$ cat config.mk
export PLATFORM = sky130hd
export DESIGN_NAME = prog_loader
export DESIGN_NICKNAME = d
export VERILOG_FILES = /design/src/rtl/thistle_pkg.sv /design/src/rtl/prog_loader.sv
export SDC_FILE = /design/constraint.sdc
export NUM_CORES = 1
export LEC_CHECK = 0
export CORE_ASPECT_RATIO = 1.2
export CORE_MARGIN = 1
export CORE_UTILIZATION = 45
export DETAILED_ROUTE_END_ITERATION = 10
export GPL_TIMING_DRIVEN = 0
export MAX_ROUTING_LAYER = met4
export PLACE_DENSITY = 0.76
export SYNTH_ARGS = -nofsm -noshare
export SYNTH_HDL_FRONTEND = slang
export SYNTH_SLANG_ARGS = --single-unit
$ cat constraint.sdc
create_clock -name clk -period 2.15 [get_ports clk]
set_input_delay 0.645 -clock clk [delete_from_list [all_inputs] [get_ports clk]]
set_output_delay 0.645 -clock clk [all_outputs]
set_load 0.02 [all_outputs]
$ cat src/rtl/thistle_pkg.sv
// Shared definitions for the program loader: loader state encoding,
// program RAM geometry and default timing limits.
package thistle_pkg;

    localparam int RAM_DEPTH = 16;
    localparam int ADDR_W    = 4;
    localparam int DATA_W    = 8;
    localparam int GAP_MAX   = 255;

    typedef enum logic [2:0] {
        ST_IDLE = 3'd0,
        ST_LEN  = 3'd1,
        ST_DATA = 3'd2,
        ST_CSUM = 3'd3,
        ST_FIN  = 3'd4,
        ST_ERR  = 3'd5
    } ld_state_t;

endpackage

$ cat src/rtl/prog_loader.sv
// Program loader: receives a length-prefixed, checksummed byte stream and
// writes it into the program RAM while holding the CPU idle. A stream is
// LEN, then LEN data bytes, then an 8-bit additive checksum of the data.
module prog_loader
    import thistle_pkg::ld_state_t;
    import thistle_pkg::ST_IDLE;
    import thistle_pkg::ST_LEN;
    import thistle_pkg::ST_DATA;
    import thistle_pkg::ST_CSUM;
    import thistle_pkg::ST_FIN;
    import thistle_pkg::ST_ERR;
    import thistle_pkg::ADDR_W;
    import thistle_pkg::DATA_W;
#(
    parameter int RAM_DEPTH = thistle_pkg::RAM_DEPTH,
    parameter int GAP_MAX   = thistle_pkg::GAP_MAX
) (
    input  logic              clk,
    input  logic              rst,
    input  logic              ld_start,
    input  logic [DATA_W-1:0] byte_in,
    input  logic              byte_valid,
    output logic              byte_ready,
    output logic [ADDR_W-1:0] ram_addr,
    output logic [DATA_W-1:0] ram_data,
    output logic              ram_we,
    output logic              cpu_hold,
    output logic              done,
    output logic              err
);

    localparam int CNT_W = $clog2(RAM_DEPTH + 1);
    localparam int GAP_W = $clog2(GAP_MAX + 1);

    ld_state_t         state;
    logic [ADDR_W-1:0] addr;
    logic [CNT_W-1:0]  remaining;
    logic [DATA_W-1:0] csum;
    logic [GAP_W-1:0]  gap;

    logic xfer;
    logic len_ok;
    logic csum_match;
    logic gap_expired;
    logic last_byte;

    // Handshake and decision terms used by the sequencer below.
    always_comb begin
        xfer        = 1'b0;
        len_ok      = 1'b0;
        csum_match  = 1'b0;
        gap_expired = 1'b0;
        last_byte   = 1'b0;
        xfer        = byte_valid && byte_ready;
        len_ok      = (byte_in != '0) && (int'(byte_in) <= RAM_DEPTH);
        csum_match  = (byte_in == csum);
        gap_expired = (gap == GAP_W'(GAP_MAX - 1));
        last_byte   = (remaining == CNT_W'(1));
    end

    // Load sequencer: byte_ready is high exactly in LEN/DATA/CSUM, so it
    // doubles as the "actively receiving" flag for the idle-gap watchdog.
    always_ff @(posedge clk) begin
        if (rst) begin
            state      <= ST_IDLE;
            byte_ready <= 1'b0;
            ram_addr   <= '0;
            ram_data   <= '0;
            ram_we     <= 1'b0;
            cpu_hold   <= 1'b0;
            done       <= 1'b0;
            err        <= 1'b0;
            addr       <= '0;
            remaining  <= '0;
            csum       <= '0;
            gap        <= '0;
        end else begin
            ram_we <= 1'b0;
            done   <= 1'b0;

            if (byte_ready && !xfer && gap_expired) begin
                state      <= ST_ERR;
                byte_ready <= 1'b0;
                err        <= 1'b1;
                cpu_hold   <= 1'b1;
            end else begin
                if (byte_ready) begin
                    gap <= xfer ? '0 : gap + GAP_W'(1);
                end

                case (state)
                    ST_IDLE, ST_ERR: begin
                        if (ld_start) begin
                            state      <= ST_LEN;
                            byte_ready <= 1'b1;
                            cpu_hold   <= 1'b1;
                            err        <= 1'b0;
                            addr       <= '0;
                            remaining  <= '0;
                            csum       <= '0;
                            gap        <= '0;
                        end
                    end

                    ST_LEN: begin
                        if (xfer) begin
                            if (len_ok) begin
                                state     <= ST_DATA;
                                remaining <= CNT_W'(byte_in);
                            end else begin
                                state      <= ST_ERR;
                                byte_ready <= 1'b0;
                                err        <= 1'b1;
                            end
                        end
                    end

                    ST_DATA: begin
                        if (xfer) begin
                            ram_we    <= 1'b1;
                            ram_data  <= byte_in;
                            ram_addr  <= addr;
                            csum      <= csum + byte_in;
                            remaining <= remaining - CNT_W'(1);
                            if (last_byte) begin
                                state <= ST_CSUM;
                            end else begin
                                addr <= addr + ADDR_W'(1);
                            end
                        end
                    end

                    ST_CSUM: begin
                        if (xfer) begin
                            byte_ready <= 1'b0;
                            if (csum_match) begin
                                state <= ST_FIN;
                                done  <= 1'b1;
                            end else begin
                                state <= ST_ERR;
                                err   <= 1'b1;
                            end
                        end
                    end

                    ST_FIN: begin
                        state    <= ST_IDLE;
                        cpu_hold <= 1'b0;
                    end

                    default: begin
                        state      <= ST_IDLE;
                        byte_ready <= 1'b0;
                        cpu_hold   <= 1'b0;
                    end
                endcase
            end
        end
    end

endmodule

==> results of run 1 <==
==> cell type report <==
type	count	area, um2	area share (%)
Buffer	13	82.6	2.67
Timing Repair Buffer	30	282	9.11
Inverter	9	33.8	1.09
Clock inverter	3	21.3	0.688
Tap cell	62	77.6	2.51
Clock buffer	5	68.8	2.23
Sequential cell	45	901	29.1
Multi-Input combinational cell	234	1620	52.6
==> through the flow <==
step	TNS, ps	utilization [%]
after floorplan	0	-
after global placement	-13190	53.9
after detailed placement	-13330	53.9
after CTS	0	56.5
after global routing	-6.27	57.5
final	0	57.5
==> layer usage <==
metal	wire, um	vias up
met2	3110	75
met5	0	-
li1	-	1148
met3	261	6
met1	2580	1108
met4	69	0
==> power by group through the flow <==
stage	registers [mW]	clock network, mW	logic [mW]
floorplan	0.883	0	0.177
global placement	0.878	0	0.262
detailed placement	0.878	0	0.265
CTS	0.859	0.552	0.269
global route	0.861	0.586	0.312
finish	0.859	0.537	0.284
==> kinds of logic after synthesis <==
kind of cell,Yosys count,synth area share (%)
adder cells (fa/ha/maj),13,6.72
multiplexers,6,2.37
flip-flops,45,35.6
XOR/XNOR,14,4.84
buffers and inverters,22,4.59
AND/OR/NAND/NOR,121,25.6
AO/OA/AOI/OAI,80,20.3
==> worst reg2reg max path, stage by stage, from the launching register on <==
cell,delay (ps)
dfxtp_1,440
ha_4,240
a21o_1,190
and4_4,200
or4_4,420
a41o_1,200
a21o_1,170
==> flip-flops by register name, indices dropped and copies added (netlist names), 3 cells and up <==
register   cells
csum           8
ram_addr       4
remaining      5
gap            8
addr           4
ram_data       8
state          3
==> timing repair <==
action	4_1_cts	5_1_grt
gates resized for setup	20	14
setup endpoints to repair	12	15
setup buffers	1	2
endpoints found under the hold margin	0	0
pin swaps	1	2
==> layout by cell type, fill, tap and decap left out, types with 3 or more instances in the layout <==
cell type / n
mux2i_1: 6
nand2b_1: 5
buf_4: 5
ha_1: 6
ha_4: 5
a22oi_1: 7
dfxtp_1: 45
o21ai_1: 4
nand3_1: 6
a21oi_1: 27
nor2_1: 21
buf_2: 4
a31oi_1: 4
o21ai_0: 11
nor3b_1: 3
dlygate4sd2_1: 4
a21o_1: 4
clkdlybuf4s50_1: 19
inv_1: 8
nor3_1: 3
clkbuf_8: 5
clkbuf_1: 4
o21ai_2: 3
xor2_1: 5
nand4_1: 5
and3_1: 3
nand2_1: 52
xnor2_1: 9
==> worst paths after layout <==
| check | endpoint | slack (ps) | depth (start not counted) |
|---|---|---|---|
| hold reg to reg | ram_addr[1]$_SDFFE_PP0P_ | 460 | 2 |
| hold / removal | ram_addr[1]$_SDFFE_PP0P_ | 460 | 2 |
| setup / recovery | csum[7]$_SDFFE_PP0P_ | 10 | 7 |
| setup reg to reg | csum[7]$_SDFFE_PP0P_ | 200 | 6 |
==> metrics.md, run 1 <==
| Metric | Value |
|---|---|
| DR WL/cell | `15.0 um` |
| Routing usage on met1 | `24.8%` |
| Yosys top cell area share | `35.6%` |
| GR Overflow Total | `0` |
| Detailed router's first-iteration violation count | `178` |
| Rel. slew slack | `63.8%` |
| Failing checks | `design-rule violations` |
| Hold Worst Slack | `461 ps` |
| Crit. End Element | `register` |
| Status | `finished, violations left` |
| Psw | `0.483 mW` |
| Combinational fraction of design power | `16.9%` |
| Worst path slowest cell | `or4_4` |
| Power Dens Cells | `543 nW/um2` |
| Post-synthesis cell type count | `59` |
| Die Y | `84.2 um` |
| Clk slew on worst S/H paths | `90 ps` |
| Largest net degree at the start of global routing | `16` |
| Num CTS Buffers | `5` |
| Initial core utilization | `47.2%` |
| Worst path required time | `2350 ps` |
| Total Power | `1.68 mW` |
| Reg power frac | `51.1%` |
| Hold_buf cts | `0` |
| Switching portion of total power | `28.8%` |
| Max clock buf depth | `2` |
| Dpl ws | `-704 ps` |
| Layout cells sized above 1 | `15.3%` |
| Die W | `70.5 um` |
| Final nets | `363` |
| IO Pins | `29` |
| CP max stage delay | `500 ps` |
| Critical Path Source | `byte_in[3]` |
| CP arrival | `2340 ps` |
| Async set-reset flop share out of synthesis | `0%` |
| Syn Inst Count | `301` |
| Placed Area | `2900 um2` |
| Number of synthesized flops with an enable pin | `0` |
| Grt met3 use | `3.72%` |
| Synth Cell Area | `2530 um2` |
| HP Class | `reg2reg` |
| Critical path's top delay family | `simple AND/OR/NAND/NOR gates` |
| Hold_sp | `ram_addr[1]$_SDFFE_PP0P_` |
| Post-DRT Antenna Nets | `0` |
| Cell Int Power | `1.20 mW` |
| Grt met2 use | `38.6%` |
| Reg-to-reg startpoint | `csum[1]$_SDFFE_PP0P_` |
| CTS Sinks | `45` |
| Setup CP Type | `in2reg` |
| Seq/Total Area, Yosys | `35.6%` |
| Non-filler cells in the finished layout | `401` |
| Placed cell count | `390` |
| Core Box Area | `5370 um2` |
| H-tree Lvls | `2` |
| Rows | `29` |
| First-pass DRT Iterations | `9` |
| Worst-Margin Slew | `543 ps` |
| Routed vias | `2337` |
| Antenna cells | `0` |
| Fin crit period | `2140 ps` |
| Final Hold Viols | `0` |
| Critical path cell sequence | `dlygate4sd2_1, ha_4, a21oi_1, nand2_1, or4_4, a41o_1, a21o_1` |
| Most Crowded Layer GR | `met2` |
| Worst Skew | `5.09 ps` |
| P&R area growth vs syn | `22.0%` |
| Vias in the first global route | `2246` |
| HPWL Detailed | `4320 um` |
| Antenna violations before repair | `0` |
| CTS root buf | `clkbuf_8` |
| CTS tree | `yes` |
| Synth area leaders | `dfxtp_1 36%, nand2_1 7.7%, ha_1 5.9%` |
| Lkg Pwr | `1.17 nW` |
| First-pass GRT wire length | `10100 um` |
| DR DRC count | `2` |
| Fin worst setup slack | `14.6 ps` |
| Post-synthesis register bit count | `45` |
| IO Port Bufs | `27` |
| Via density | `5.83` |
| CP bufs+invs | `1` |
| Ys flop type | `dfxtp_1` |
| Worst-skew pair later-pin latency | `300 ps` |
| Die Area | `5930 um2` |
| VDD IR max | `0.345 mV` |
| Worst-path fanout max | `4` |
| Final period util | `99.3%` |
| Fmax | `468 MHz` |
| Most frequent cell after synthesis | `nand2_1` |
| Total GRT Usage | `21.9%` |
| Critical Path Start Type | `primary input` |
| Avg Cell Area, Syn | `8.41 um2` |
| Drt total wl | `6030 um` |
| Syn_nets | `326` |
| Maxcap violations | `0` |
| Clk pwr share | `32.0%` |
| Fill count | `498` |
| Setup violations, final | `0` |
| Commonest cells in the synthesized netlist | `52 x nand2_1, 45 x dfxtp_1, 28 x a21oi_1, 22 x nor2_1, 13 x o21ai_0` |
| YS warnings | `0` |
| Placer Congestion | `0.901` |
| Max-slew violation count | `0` |
| Final instance area | `3090 um2` |
| Largest area contributor in the netlist | `dfxtp_1` |
Power figures use the tool's default switching activity.
==> run 2: changes to the inputs <==
Settings changed: CAP_MARGIN from default to 20.
==> results of run 2 <==
The final DEF is identical to that of run 1; final timing and power are the same.
